<file path="config.mk">
export PLATFORM = sky130hd
export DESIGN_NAME = mem_arbiter
export DESIGN_NICKNAME = d
export VERILOG_FILES = /design/src/rtl/mem_arb_pkg.sv /design/src/rtl/mem_arb_pick.sv /design/src/rtl/mem_arbiter.sv
export SDC_FILE = /design/constraint.sdc
export NUM_CORES = 1
export LEC_CHECK = 0
export BUFFER_PORTS_ARGS = -buffer_cell sky130_fd_sc_hd__buf_4
export CAP_MARGIN = 20
export CORE_AREA = 2 2 299 301
export CTS_BUF_LIST = sky130_fd_sc_hd__clkbuf_8
export CTS_CLUSTER_DIAMETER = 120
export CTS_CLUSTER_SIZE = 12
export DETAILED_ROUTE_END_ITERATION = 16
export DIE_AREA = 0 0 301 303
export PLACE_DENSITY = 0.45
export SLEW_MARGIN = 20
export SYNTH_ARGS = -nofsm -noshare
export SYNTH_HDL_FRONTEND = slang
export SYNTH_SLANG_ARGS = --single-unit
</file>
<file path="constraint.sdc">
create_clock -name clk -period 4.9 [get_ports clk]
set_input_delay 0.735 -clock clk [delete_from_list [all_inputs] [get_ports clk]]
set_output_delay 0.735 -clock clk [all_outputs]
set_load 0.1 [all_outputs]
</file>
<file path="src/rtl/mem_arb_pkg.sv">
// Shared types and constants for the two-port memory arbiter.
// Build option: ARB_ROUND_ROBIN_EN selects round-robin instead of fixed priority.
package mem_arb_pkg;

    typedef enum logic [1:0] {
        S_IDLE  = 2'd0,
        S_ISSUE = 2'd1,
        S_WAIT  = 2'd2,
        S_DONE  = 2'd3
    } arb_state_t;

    localparam int PORT_I = 0;
    localparam int PORT_D = 1;

    function automatic int line_width(input int block_size);
        return block_size * 8;
    endfunction

endpackage

</file>
<file path="src/rtl/mem_arb_pick.sv">
// Two-way grant selection, one-hot result.
// Build option: ARB_ROUND_ROBIN_EN adds the favour input (port to prefer on a tie).
module mem_arb_pick
    import mem_arb_pkg::*;
(
    input  logic       valid0,
    input  logic       valid1,
`ifdef ARB_ROUND_ROBIN_EN
    input  logic       favour,
`endif
    output logic [1:0] grant
);

    always_comb begin
        grant = 2'b00;
        if (valid0 && valid1) begin
`ifdef ARB_ROUND_ROBIN_EN
            grant[favour] = 1'b1;
`else
            grant[PORT_D] = 1'b1;
`endif
        end else begin
            grant = {valid1, valid0};
        end
    end

endmodule

</file>
<file path="src/rtl/mem_arbiter.sv">
// Arbitrates I-cache and D-cache line requests onto one memory port.
// Build option: ARB_ROUND_ROBIN_EN enables round-robin tie breaking.
module mem_arbiter
    import mem_arb_pkg::*;
#(
    parameter  int BLOCK_SIZE    = 16,
    parameter  int MEM_LATENCY_W = 8,
    localparam int LW            = line_width(BLOCK_SIZE)
) (
    input  logic                     clk,
    input  logic                     reset,
    input  logic                     req0_valid,
    input  logic [31:0]              req0_addr,
    input  logic                     req0_read,
    input  logic                     req0_write,
    input  logic [LW-1:0]            req0_din,
    input  logic                     req1_valid,
    input  logic [31:0]              req1_addr,
    input  logic                     req1_read,
    input  logic                     req1_write,
    input  logic [LW-1:0]            req1_din,
    output logic                     req0_grant,
    output logic                     req0_done,
    output logic                     req1_grant,
    output logic                     req1_done,
    output logic [LW-1:0]            resp_dout,
    output logic                     mem_is_input_valid,
    output logic                     mem_read,
    output logic                     mem_write,
    output logic [31:0]              mem_addr,
    output logic [LW-1:0]            mem_din,
    input  logic                     mem_ready,
    input  logic                     mem_output_valid,
    input  logic [LW-1:0]            mem_dout,
    output logic                     busy,
    output logic [MEM_LATENCY_W-1:0] last_latency
);

    arb_state_t               state;
    logic                     owner;
    logic                     lat_read;
    logic                     lat_write;
    logic [31:0]              lat_addr;
    logic [LW-1:0]            lat_din;
    logic [MEM_LATENCY_W-1:0] cnt;
    logic [MEM_LATENCY_W-1:0] cnt_inc;
    logic                     ok0;
    logic                     ok1;
    logic [1:0]               pick;

    // A request is only eligible when it names exactly one operation.
    assign ok0 = req0_valid && (req0_read ^ req0_write);
    assign ok1 = req1_valid && (req1_read ^ req1_write);

`ifdef ARB_ROUND_ROBIN_EN
    logic favour;

    mem_arb_pick u_pick (
        .valid0 (ok0),
        .valid1 (ok1),
        .favour (favour),
        .grant  (pick)
    );
`else
    mem_arb_pick u_pick (
        .valid0 (ok0),
        .valid1 (ok1),
        .grant  (pick)
    );
`endif

    assign cnt_inc = (&cnt) ? cnt : cnt + 1'b1;

    assign mem_is_input_valid = (state == S_ISSUE) && mem_ready;
    assign mem_read           = mem_is_input_valid && lat_read;
    assign mem_write          = mem_is_input_valid && lat_write;
    assign mem_addr           = lat_addr;
    assign mem_din            = lat_din;
    assign busy               = (state != S_IDLE);

    always_ff @(posedge clk) begin
        if (reset) begin
            state        <= S_IDLE;
            owner        <= 1'b0;
            lat_read     <= 1'b0;
            lat_write    <= 1'b0;
            lat_addr     <= '0;
            lat_din      <= '0;
            cnt          <= '0;
            req0_grant   <= 1'b0;
            req1_grant   <= 1'b0;
            req0_done    <= 1'b0;
            req1_done    <= 1'b0;
            resp_dout    <= '0;
            last_latency <= '0;
`ifdef ARB_ROUND_ROBIN_EN
            favour       <= 1'b0;
`endif
        end else begin
            req0_grant <= 1'b0;
            req1_grant <= 1'b0;
            req0_done  <= 1'b0;
            req1_done  <= 1'b0;
            unique case (state)
                S_IDLE: begin
                    if (|pick) begin
                        owner      <= pick[1];
                        lat_read   <= pick[1] ? req1_read  : req0_read;
                        lat_write  <= pick[1] ? req1_write : req0_write;
                        lat_addr   <= pick[1] ? req1_addr  : req0_addr;
                        lat_din    <= pick[1] ? req1_din   : req0_din;
                        cnt        <= '0;
                        req0_grant <= pick[0];
                        req1_grant <= pick[1];
`ifdef ARB_ROUND_ROBIN_EN
                        favour     <= ~pick[1];
`endif
                        state      <= S_ISSUE;
                    end
                end
                S_ISSUE: begin
                    cnt <= cnt_inc;
                    if (mem_ready) state <= S_WAIT;
                end
                S_WAIT: begin
                    cnt <= cnt_inc;
                    // Reads finish on returned data, writes on the next ready.
                    if (lat_read ? mem_output_valid : mem_ready) begin
                        if (lat_read) resp_dout <= mem_dout;
                        last_latency <= cnt_inc;
                        req0_done    <= ~owner;
                        req1_done    <= owner;
                        state        <= S_DONE;
                    end
                end
                S_DONE: begin
                    state <= S_IDLE;
                end
                default: begin
                    state <= S_IDLE;
                end
            endcase
        end
    end

endmodule

</file>
==> flow_summary.toml <==
[run_status]
status = "finished clean"

[final_layout]
synthToLayoutAreaGrowth_pct = 60.5
nets = 2403
layout_common_cells = "buf_4, dfxtp_1, nand2_1"
mostFrequentLayoutCell = "buf_4"
post-route-util = 0.220
fillers = 9660
final_cell_area_um2 = 19400
post_route_cells_drive_above_1_share = 0.419

[synth]
yosys_most_used_dff = "dfxtp_1"
ys_ff_latch = 313
ys_types = 36
syn_inst = 1236
synth_area_um2 = 12100
yosysWarnings = 0
ys_async_sr_fraction = 0
synth-edff-count = 0
seq_area_frac_synth = 0.519
syn_area_per_cell_um2 = 9.77
synth_nets = 1699

[hold_path]
whs_path_depth = 3
hold_start = "mem_dout[59]"
holdPathEnd = "resp_dout[59]"
hp-class = "in -> reg"

[cts]
cts_resized = 0
cts.htree.levels = 1
cts_hold_buf = 0
clk_latency_ps = 690
numCtsBuffers = 30
ctsLongestPathBuffers = 3
cts_setup_buffers = 0
cts_tree = "built"
path_clk_slew_ps = 90
cts.sinks = 313
cts_root_buf = "clkbuf_8"

[grt]
grt_max_degree = 88
grt_pass1_wl_mm = 78.1
grt_pass1_vias = 12000
grt_overflow_total = 0
track_usage = 0.113
antenna_found_initial = 16

[critical_path]
cp_data_arrival_time_ps = 1910
reg2reg_setup_slack_ps = 2430
path_common_cell = "inv_1"
slowest_delay_ps = 380
r2r-end = "resp_dout[57]"
worst_path_max_delay_cell = "buf_4"
startpoint_type = "flop"
worstPathRequired_ps = 4160
cp_cell_sequence = "inv_1 > ha_1 > inv_1 > buf_4"
r2r.worst_path.cells = 6
cp_max_fo = 3
crit_type = "reg -> out"
timing.rr.start = "state[0]"
end_kind = "output pin"

[timing]
finalCriticalPeriod_ps = 2640
fmax_ghz = 0.379
worst_pin_slew_ps = 971
finalClockSkew_ps = 65.2
hold_violations = 0
setup_slack_ps = 2260
slew_viol_final = 0
period_share = 0.539
max_slew_margin = 0.353
finalSetupTns_ps = 0
setup_viol = 0
grt_setup_unrepaired = "false"

[floorplanning]
start_util = 0.137
die_w_um = 301
chipHeight_um = 303
rows = 109
die_area_um2 = 91200
core_um2 = 88000
io_pins = 762

[pwr]
ir_worst_vdd_mv = 0.252
leakage_nw = 8.75
power.density_nw_per_um2 = 448

[place]
pre_cts_ws_ps = 1660
dpl_cell_area_um2 = 18900
port_buffers = 761
hpwl_mm = 43.6
gp_congestion = 0.808

[drt]
routed_wl_mm = 56.2
dr.pass1.iters = 4
drt_iter0_markers = 372
num_vias = 11900
routedWlPerCell_um = 18.1
remaining_drc_errors = 0
postRouteAntennaNets = 0
vias_per_cell = 3.84

[run]
cap_violations = 0
==> per-layer routing <==
metal  global-route usage  up-vias  part of all wire  wire length [um]
li1                     -     5752                 -                 -
met1                0.129     5579              0.39             21800
met2                0.202      527              0.49             27600
met3               0.0398       72             0.096              5370
met4               0.0252        4             0.025              1390
met5                    0        -           0.00052                29
==> synth_stat cells, types with 4 or more instances <==
cell	instances	area, um^2
dfxtp_1	313	6270
nand2_1	274	1030
mux2i_1	163	1630
o2bb2ai_1	162	1420
a21oi_1	141	706
clkbuf_1	55	206
buf_2	24	120
nor2_1	14	52.6
buf_1	12	45.0
buf_6	7	78.8
and3_1	6	37.5
o21ai_0	6	30.0
a22o_1	5	43.8
and2_1	5	31.3
ha_1	5	62.6
inv_1	5	18.8
xor2_1	5	43.8
a211oi_1	4	30.0
nand3_1	4	20.0
==> sequential cells by signal, summed over array words and instances (netlist names) <==
register	count
cnt	8
last_latency	8
resp_dout	128
lat_write	1
req1_grant	1
mem_addr	32
owner	1
req1_done	1
state	2
req0_grant	1
lat_read	1
mem_din	128
req0_done	1
==> power breakdown <==
group / internal, mW / switching (mW) / total (mW)
registers: 2.87 / 0.206 / 3.08
clock network: 0.554 / 0.957 / 1.51
logic: 0.964 / 3.13 / 4.10
==> worst max-delay path: cells and delay by family, from the launching register on <==
kind                     cells  cell delay, ps
buffers and inverters        3             600
adder cells (fa/ha/maj)      1             200
flip-flops                   1             370
==> area by class of cell <==
type	count	area (um^2)	area share
Multi-Input combinational cell	818	5360	0.276
Sequential cell	313	6270	0.323
Clock buffer	30	413	0.0213
Antenna cell	1	2.50	0.000129
Tap cell	1165	1460	0.0752
Inverter	5	18.8	0.000969
Timing Repair Buffer	772	5830	0.301
Clock inverter	3	30.0	0.00155
==> cell families after synthesis <==
logic type	count (synthesis)	synth area share
mux	165	0.137
fa+ha+maj	5	0.00518
buf+inv	105	0.0401
flops	313	0.519
xor+xnor	5	0.00363
compound gates	327	0.191
simple gates	316	0.104
==> how the worst max path moves through the flow <==
stage / from / endpoint / slack, ps / depth (start not counted)
floorplan: mem_ready / mem_read / 2650 / 1
global placement: req1_read / mem_din[60] / 1720 / 7
detailed placement: req1_read / mem_din[66] / 1660 / 7
CTS: state[1] / busy / 2190 / 4
global route: state[1] / busy / 2150 / 4
finish: state[1] / busy / 2260 / 4
==> stage by stage <==
stage,instances,hold slack (ps),power (mW)
global route,3107,209,9.07
detailed placement,3073,447,7.27
finish,3107,282,8.69
global placement,3073,444,7.25
floorplan,1236,417,6.13
CTS,3106,183,8.85
(Power assumes the default switching activity.)
